==> src/rtl/mem_access_ctrl_pkg.sv <==
// rtl/mem_access_ctrl_pkg.sv - memory-op codes, bus size encodings, FSM states and op helpers
package mem_access_ctrl_pkg;

  localparam logic [3:0] MMOP_NOP = 4'd0;
  localparam logic [3:0] MMOP_LB  = 4'd1;
  localparam logic [3:0] MMOP_LBU = 4'd2;
  localparam logic [3:0] MMOP_LH  = 4'd3;
  localparam logic [3:0] MMOP_LHU = 4'd4;
  localparam logic [3:0] MMOP_LW  = 4'd5;
  localparam logic [3:0] MMOP_SB  = 4'd6;
  localparam logic [3:0] MMOP_SH  = 4'd7;
  localparam logic [3:0] MMOP_SW  = 4'd8;

  localparam logic [1:0] SIZE_BYTE = 2'd0;
  localparam logic [1:0] SIZE_HALF = 2'd1;
  localparam logic [1:0] SIZE_WORD = 2'd2;

  typedef enum logic [2:0] {
    ST_IDLE,
    ST_REQ,
    ST_WAIT,
    ST_DONE,
    ST_CANCEL
  } state_t;

  function automatic logic op_is_load(input logic [3:0] op);
    return op inside {MMOP_LB, MMOP_LBU, MMOP_LH, MMOP_LHU, MMOP_LW};
  endfunction

  function automatic logic op_is_store(input logic [3:0] op);
    return op inside {MMOP_SB, MMOP_SH, MMOP_SW};
  endfunction

  function automatic logic [1:0] op_size(input logic [3:0] op);
    case (op)
      MMOP_LH, MMOP_LHU, MMOP_SH: return SIZE_HALF;
      MMOP_LW, MMOP_SW:           return SIZE_WORD;
      default:                    return SIZE_BYTE;
    endcase
  endfunction

  function automatic logic op_misaligned(input logic [3:0] op, input logic [1:0] lo);
    case (op_size(op))
      SIZE_HALF: return lo[0];
      SIZE_WORD: return lo != 2'b00;
      default:   return 1'b0;
    endcase
  endfunction

endpackage

==> src/rtl/mem_access_ctrl_load_align.sv <==
// rtl/mem_access_ctrl_load_align.sv - picks the addressed lane of a read word and extends it
module mem_access_ctrl_load_align
  import mem_access_ctrl_pkg::*;
(
  input  logic [3:0]  op,
  input  logic [1:0]  off,
  input  logic [31:0] rdata,
  output logic [31:0] ld_data
);

  logic [7:0]  byte_lane;
  logic [15:0] half_lane;

  always_comb begin
    byte_lane = rdata[{off, 3'b000} +: 8];
    half_lane = off[1] ? rdata[31:16] : rdata[15:0];
    case (op)
      MMOP_LB:  ld_data = {{24{byte_lane[7]}}, byte_lane};
      MMOP_LBU: ld_data = {24'b0, byte_lane};
      MMOP_LH:  ld_data = {{16{half_lane[15]}}, half_lane};
      MMOP_LHU: ld_data = {16'b0, half_lane};
      default:  ld_data = rdata;
    endcase
  end

endmodule

==> src/rtl/mem_access_ctrl.sv <==
// rtl/mem_access_ctrl.sv - MEM-stage load/store sequencer for the req/addr_ok/data_ok data bus
module mem_access_ctrl
  import mem_access_ctrl_pkg::*;
#(
  parameter int AW = 32,
  parameter int DW = 32
) (
  input  logic          clk,
  input  logic          rst,
  input  logic          acc_valid_i,
  input  logic [3:0]    acc_memop_i,
  input  logic [AW-1:0] acc_addr_i,
  input  logic [DW-1:0] acc_sdata_i,
  input  logic          pipe_stall_i,
  input  logic          pipe_flush_i,
  output logic          data_req_o,
  output logic          data_wr_o,
  output logic [1:0]    data_size_o,
  output logic [AW-1:0] data_addr_o,
  output logic [DW-1:0] data_wdata_o,
  input  logic          data_addr_ok_i,
  input  logic          data_data_ok_i,
  input  logic [DW-1:0] data_rdata_i,
  output logic [DW-1:0] ld_data_o,
  output logic          stall_o,
  output logic          exc_adel_o,
  output logic          exc_ades_o
);

  state_t        state, state_nx;
  logic [3:0]    op_q;
  logic [1:0]    off_q;
  logic          cancel_q;
  logic          is_mem, misaligned, go, accept, capture;
  logic [DW-1:0] sdata_rep, ld_ext;

  mem_access_ctrl_load_align u_load_align (
    .op      (op_q),
    .off     (off_q),
    .rdata   (data_rdata_i),
    .ld_data (ld_ext)
  );

  always_comb begin
    is_mem     = acc_valid_i && (op_is_load(acc_memop_i) || op_is_store(acc_memop_i));
    misaligned = is_mem && op_misaligned(acc_memop_i, acc_addr_i[1:0]);
    go         = is_mem && !misaligned && !pipe_flush_i;
    exc_adel_o = misaligned && !pipe_flush_i && op_is_load(acc_memop_i);
    exc_ades_o = misaligned && !pipe_flush_i && op_is_store(acc_memop_i);
    case (op_size(acc_memop_i))
      SIZE_BYTE: sdata_rep = {4{acc_sdata_i[7:0]}};
      SIZE_HALF: sdata_rep = {2{acc_sdata_i[15:0]}};
      default:   sdata_rep = acc_sdata_i;
    endcase
  end

  // A flush seen while the address is still pending is remembered in cancel_q,
  // so the request is held to completion and the response drained afterwards.
  always_comb begin
    state_nx = state;
    stall_o  = 1'b0;
    accept   = 1'b0;
    capture  = 1'b0;
    case (state)
      ST_IDLE: begin
        if (go) begin
          accept   = 1'b1;
          stall_o  = 1'b1;
          state_nx = ST_REQ;
        end
      end
      ST_REQ: begin
        stall_o = cancel_q ? is_mem : !pipe_flush_i;
        if (data_addr_ok_i) begin
          if (cancel_q || pipe_flush_i) begin
            state_nx = data_data_ok_i ? ST_IDLE : ST_CANCEL;
          end else if (data_data_ok_i) begin
            capture  = 1'b1;
            state_nx = ST_DONE;
          end else begin
            state_nx = ST_WAIT;
          end
        end
      end
      ST_WAIT: begin
        stall_o = !pipe_flush_i;
        if (pipe_flush_i) begin
          state_nx = data_data_ok_i ? ST_IDLE : ST_CANCEL;
        end else if (data_data_ok_i) begin
          capture  = 1'b1;
          state_nx = ST_DONE;
        end
      end
      ST_DONE: begin
        if (!pipe_stall_i || pipe_flush_i) state_nx = ST_IDLE;
      end
      ST_CANCEL: begin
        stall_o = is_mem;
        if (data_data_ok_i) state_nx = ST_IDLE;
      end
      default: state_nx = ST_IDLE;
    endcase
  end

  always_ff @(posedge clk) begin
    if (rst) begin
      state        <= ST_IDLE;
      data_req_o   <= 1'b0;
      data_wr_o    <= 1'b0;
      data_size_o  <= SIZE_BYTE;
      data_addr_o  <= '0;
      data_wdata_o <= '0;
      op_q         <= MMOP_NOP;
      off_q        <= 2'b00;
      cancel_q     <= 1'b0;
      ld_data_o    <= '0;
    end else begin
      state    <= state_nx;
      cancel_q <= (state == ST_REQ) && !data_addr_ok_i && (cancel_q || pipe_flush_i);
      if (accept) begin
        data_req_o   <= 1'b1;
        data_wr_o    <= op_is_store(acc_memop_i);
        data_size_o  <= op_size(acc_memop_i);
        data_addr_o  <= acc_addr_i;
        data_wdata_o <= sdata_rep;
        op_q         <= acc_memop_i;
        off_q        <= acc_addr_i[1:0];
      end else if (state == ST_REQ && data_addr_ok_i) begin
        data_req_o <= 1'b0;
      end
      if (capture && op_is_load(op_q)) ld_data_o <= ld_ext;
    end
  end

endmodule
==> config.mk <==
export PLATFORM = sky130hd
export DESIGN_NAME = mem_access_ctrl
export DESIGN_NICKNAME = d
export VERILOG_FILES = /design/src/rtl/mem_access_ctrl_pkg.sv /design/src/rtl/mem_access_ctrl_load_align.sv /design/src/rtl/mem_access_ctrl.sv
export SDC_FILE = /design/constraint.sdc
export NUM_CORES = 1
export LEC_CHECK = 0
export CAP_MARGIN = 20
export CORE_MARGIN = 5
export CORE_UTILIZATION = 30
export DETAILED_ROUTE_END_ITERATION = 6
export PLACE_DENSITY = 0.6
export SETUP_SLACK_MARGIN = 0.4
export SYNTH_ARGS = -nofsm -noshare
export SYNTH_HDL_FRONTEND = slang
export SYNTH_SLANG_ARGS = --single-unit
==> constraint.sdc <==
create_clock -name clk -period 4.8 [get_ports clk]
set_input_delay 0.96 -clock clk [delete_from_list [all_inputs] [get_ports clk]]
set_output_delay 0.96 -clock clk [all_outputs]
set_load 0.02 [all_outputs]
==> results of run 1 <==
-- sequential cells by signal, indices dropped and copies added (netlist names) --
signal and cells:
data_addr_o 32, data_size_o 2, data_wr_o 1, ld_data_o 32, cancel_q 1, state 3, data_req_o 1, data_wdata_o 32
op_q 4
-- where the power goes --
part	internal, W	leakage, nW	switching, W	total [W]
clock network	0.000370	0.144	0.000383	0.000754
registers	0.000924	0.875	0.0000228	0.000946
logic	0.000183	1.57	0.000194	0.000378
-- logic make-up after synthesis --
group | after synthesis | share of synthesized area
AO/OA/AOI/OAI | 176 | 0.236
XOR/XNOR | 1 | 0.00172
adder cells (fa/ha/maj) | 3 | 0.00736
buffers and inverters | 62 | 0.0554
flip-flops | 108 | 0.424
multiplexers | 11 | 0.0260
AND/OR/NAND/NOR | 284 | 0.250
-- routing by layer --
| layer | wire (microns) | vias to the layer above | share of wire |
|---|---|---|---|
| met2 | 8490 | 207 | 0.46 |
| met1 | 7800 | 2399 | 0.42 |
| li1 | - | 2659 | - |
| met4 | 231 | 2 | 0.012 |
| met5 | 11 | - | 0.00059 |
| met3 | 2070 | 15 | 0.11 |
-- layout make-up --
class | count | share of cell area
repair buffers | 227 | 0.289
inverters | 6 | 0.00293
multi-input cells | 475 | 0.351
well taps | 220 | 0.0359
clock inverters | 7 | 0.0101
clock buffers | 9 | 0.0293
flip-flops and latches | 108 | 0.282
-- tightest hold or removal path: stages, from the launching register on --
cell and delay (ps):
dfxtp_1 310, nand2_1 50, a21oi_1 50
-- worst max path at each step --
| stage | to | cells after the start |
|---|---|---|
| final | stall_o | 10 |
| after CTS | stall_o | 9 |
| after global routing | stall_o | 10 |
| after floorplan | stall_o | 13 |
| after global placement | stall_o | 9 |
| after detailed placement | stall_o | 9 |
-- cell usage after synthesis, types with 9 or more instances --
cell type,n
a211oi_1,18
nor3_1,20
buf_2,22
o221ai_1,15
dfxtp_1,108
nand2_1,155
clkbuf_1,28
nor2_1,58
o211ai_1,16
a21oi_1,74
nor2b_1,9
-- stage by stage --
stage,hold WS [ps],util,TNS (ps),instances
final,451,0.461,0,1052
after global routing,464,0.461,0,1052
after CTS,454,0.461,0,1051
after detailed placement,442,0.442,-123,1035
after global placement,438,0.442,-107,1035
after floorplan,522,-,0,645
-- what timing repair did --
item                                    CTS  global route
gates resized for setup                   8             4
hold endpoints to repair                  0             0
setup buffers                             0             1
pin swaps                                 0             2
endpoints found under the setup margin    3             3
==> results.toml, run 1 <==
[setup_path]
arrival_ps = 3420
critPathCaptureType = "output pin"
crit_path_top_delay_cell = "or4_4"
path_class = "in -> out"
ff2ff_path_depth = 5
rrSetupSlack_ps = 2180
start_kind = "input port"
cp-startpoint = "acc_memop_i[3]"
max_stage_delay_ps = 500
worstPathCellList = "clkdlybuf4s50_1 -> or3b_2 -> a21o_1 -> ha_1 -> o21ai_1 -> a21oi_2 -> buf_4 -> or4_4 -> o221ai_4 -> buf_4"
r2r-start = "data_addr_o[1]$_SDFFE_PP0P_"
critical_path.top_delay_family = "simple AND/OR/NAND/NOR gates"
timing.rr.end = "ld_data_o[0]$_SDFFE_PP0P_"
cpMostUsedCell = "buf_4"
cp_max_fo = 3
critPathBufInv = 3
cp.required_ps = 3840

[floorplanning]
start_util = 0.306
design.die.area_sq_um = 19700
die_x_microns = 140
coreArea_sq_um = 16600
rows = 47
ios = 210
die_h_microns = 140

[timing]
hold_viol = 0
period_share = 0.913
tightest_slew_ps = 986
period_minus_slack_ps = 4380
slew_headroom = 0.338
finalSetupViolations = 0
report.final.slew_viol_count = 0
setup_ws_ps = 416
max_freq_ghz = 0.228
grt_setup_unrepaired = "true"
skew_ps = 14.3

[global_routing]
gr-usage-all-layers = 0.180
grt_max_degree = 73
top_usage_layer = "met2"
globalRoute.totalOverflow = 0
antenna_found_initial = 1
grt_pass1_vias = 5111
use_met1 = 0.224
grt_util_met3 = 0.0794
grt_pass1_wl_mm = 28.7
met2_usage = 0.290

[logic_synthesis]
yosys.area.top_type_share = 0.424
syn-cell-area_sq_um = 5100
synth-seq-area-share = 0.424
synthesis.nets = 755
synth_warnings = 0
yosysTopAreaCell = "dfxtp_1"
avgSynthCellArea_sq_um = 7.91
asyncSetResetFlopFracSynth = 0
ys_top_cells_by_area = "dfxtp_1, nand2_1, a21oi_1"
synthDistinctLibCells = 61
ys_seq_elements = 108
ys.flop_type = "dfxtp_1"
synth_edf_count = 0
postSynthCellCount = 645

[route]
drt_iter0_markers = 279
wl_mm = 18.6
first_pass_iters = 5
vias = 5282
post_drt_wl_per_cell_microns = 17.7
drc = 0
via_per_inst = 5.02
postRouteAntennaNets = 0

[power]
power_leakage_nw = 2.59
p_per_area_nw_per_um2 = 271
report.power.total_w = 0.00208
vdd_drop_max_v = 0.000164

[cells_and_area]
drive_gt1_frac = 0.0769
final-seq-area_sq_um = 2160
syn2layout_area_growth_pct = 50.5
fillers = 1651
final_common_cell = "clkdlybuf4s50_1"
final_cell_mix = "clkdlybuf4s50_1, nand2_1, dfxtp_1"
insertedDiodeCount = 0
multi_input_area_sq_um = 2690
final_nets = 937
final_area_sq_um = 7680

[job]
max_cap_viol_count = 0

[run_status]
status = "completed"

[clock_network]
cts_max_path_buffers = 2
cts_hold_buf = 0
insertion_delay_ps = 350
cts-buffers-inserted = 9
cts_tree = "done"
h-tree-depth = 3
path_clk_slew_ps = 80
root_buffer = "clkbuf_16"
cts.sinks = 108

[worst_hold_path]
hold_path_class = "reg -> reg"
hold_end = "ld_data_o[11]$_SDFFE_PP0P_"
min_from = "ld_data_o[11]$_SDFFE_PP0P_"
hold_depth = 2

[placement]
io_buffers = 209
place_ws_ps = -123
placed_area_sq_um = 7360
dp_hpwl_mm = 13.2
routabilityCongestion = 0.824
Note: power is estimated with default switching activity, not from simulation.
==> run 2: changes to the inputs <==
Settings changed: SKIP_LAST_GASP set to 1.
==> results of run 2 <==
Same layout as run 1: the final DEF is identical, and so are final timing and power.
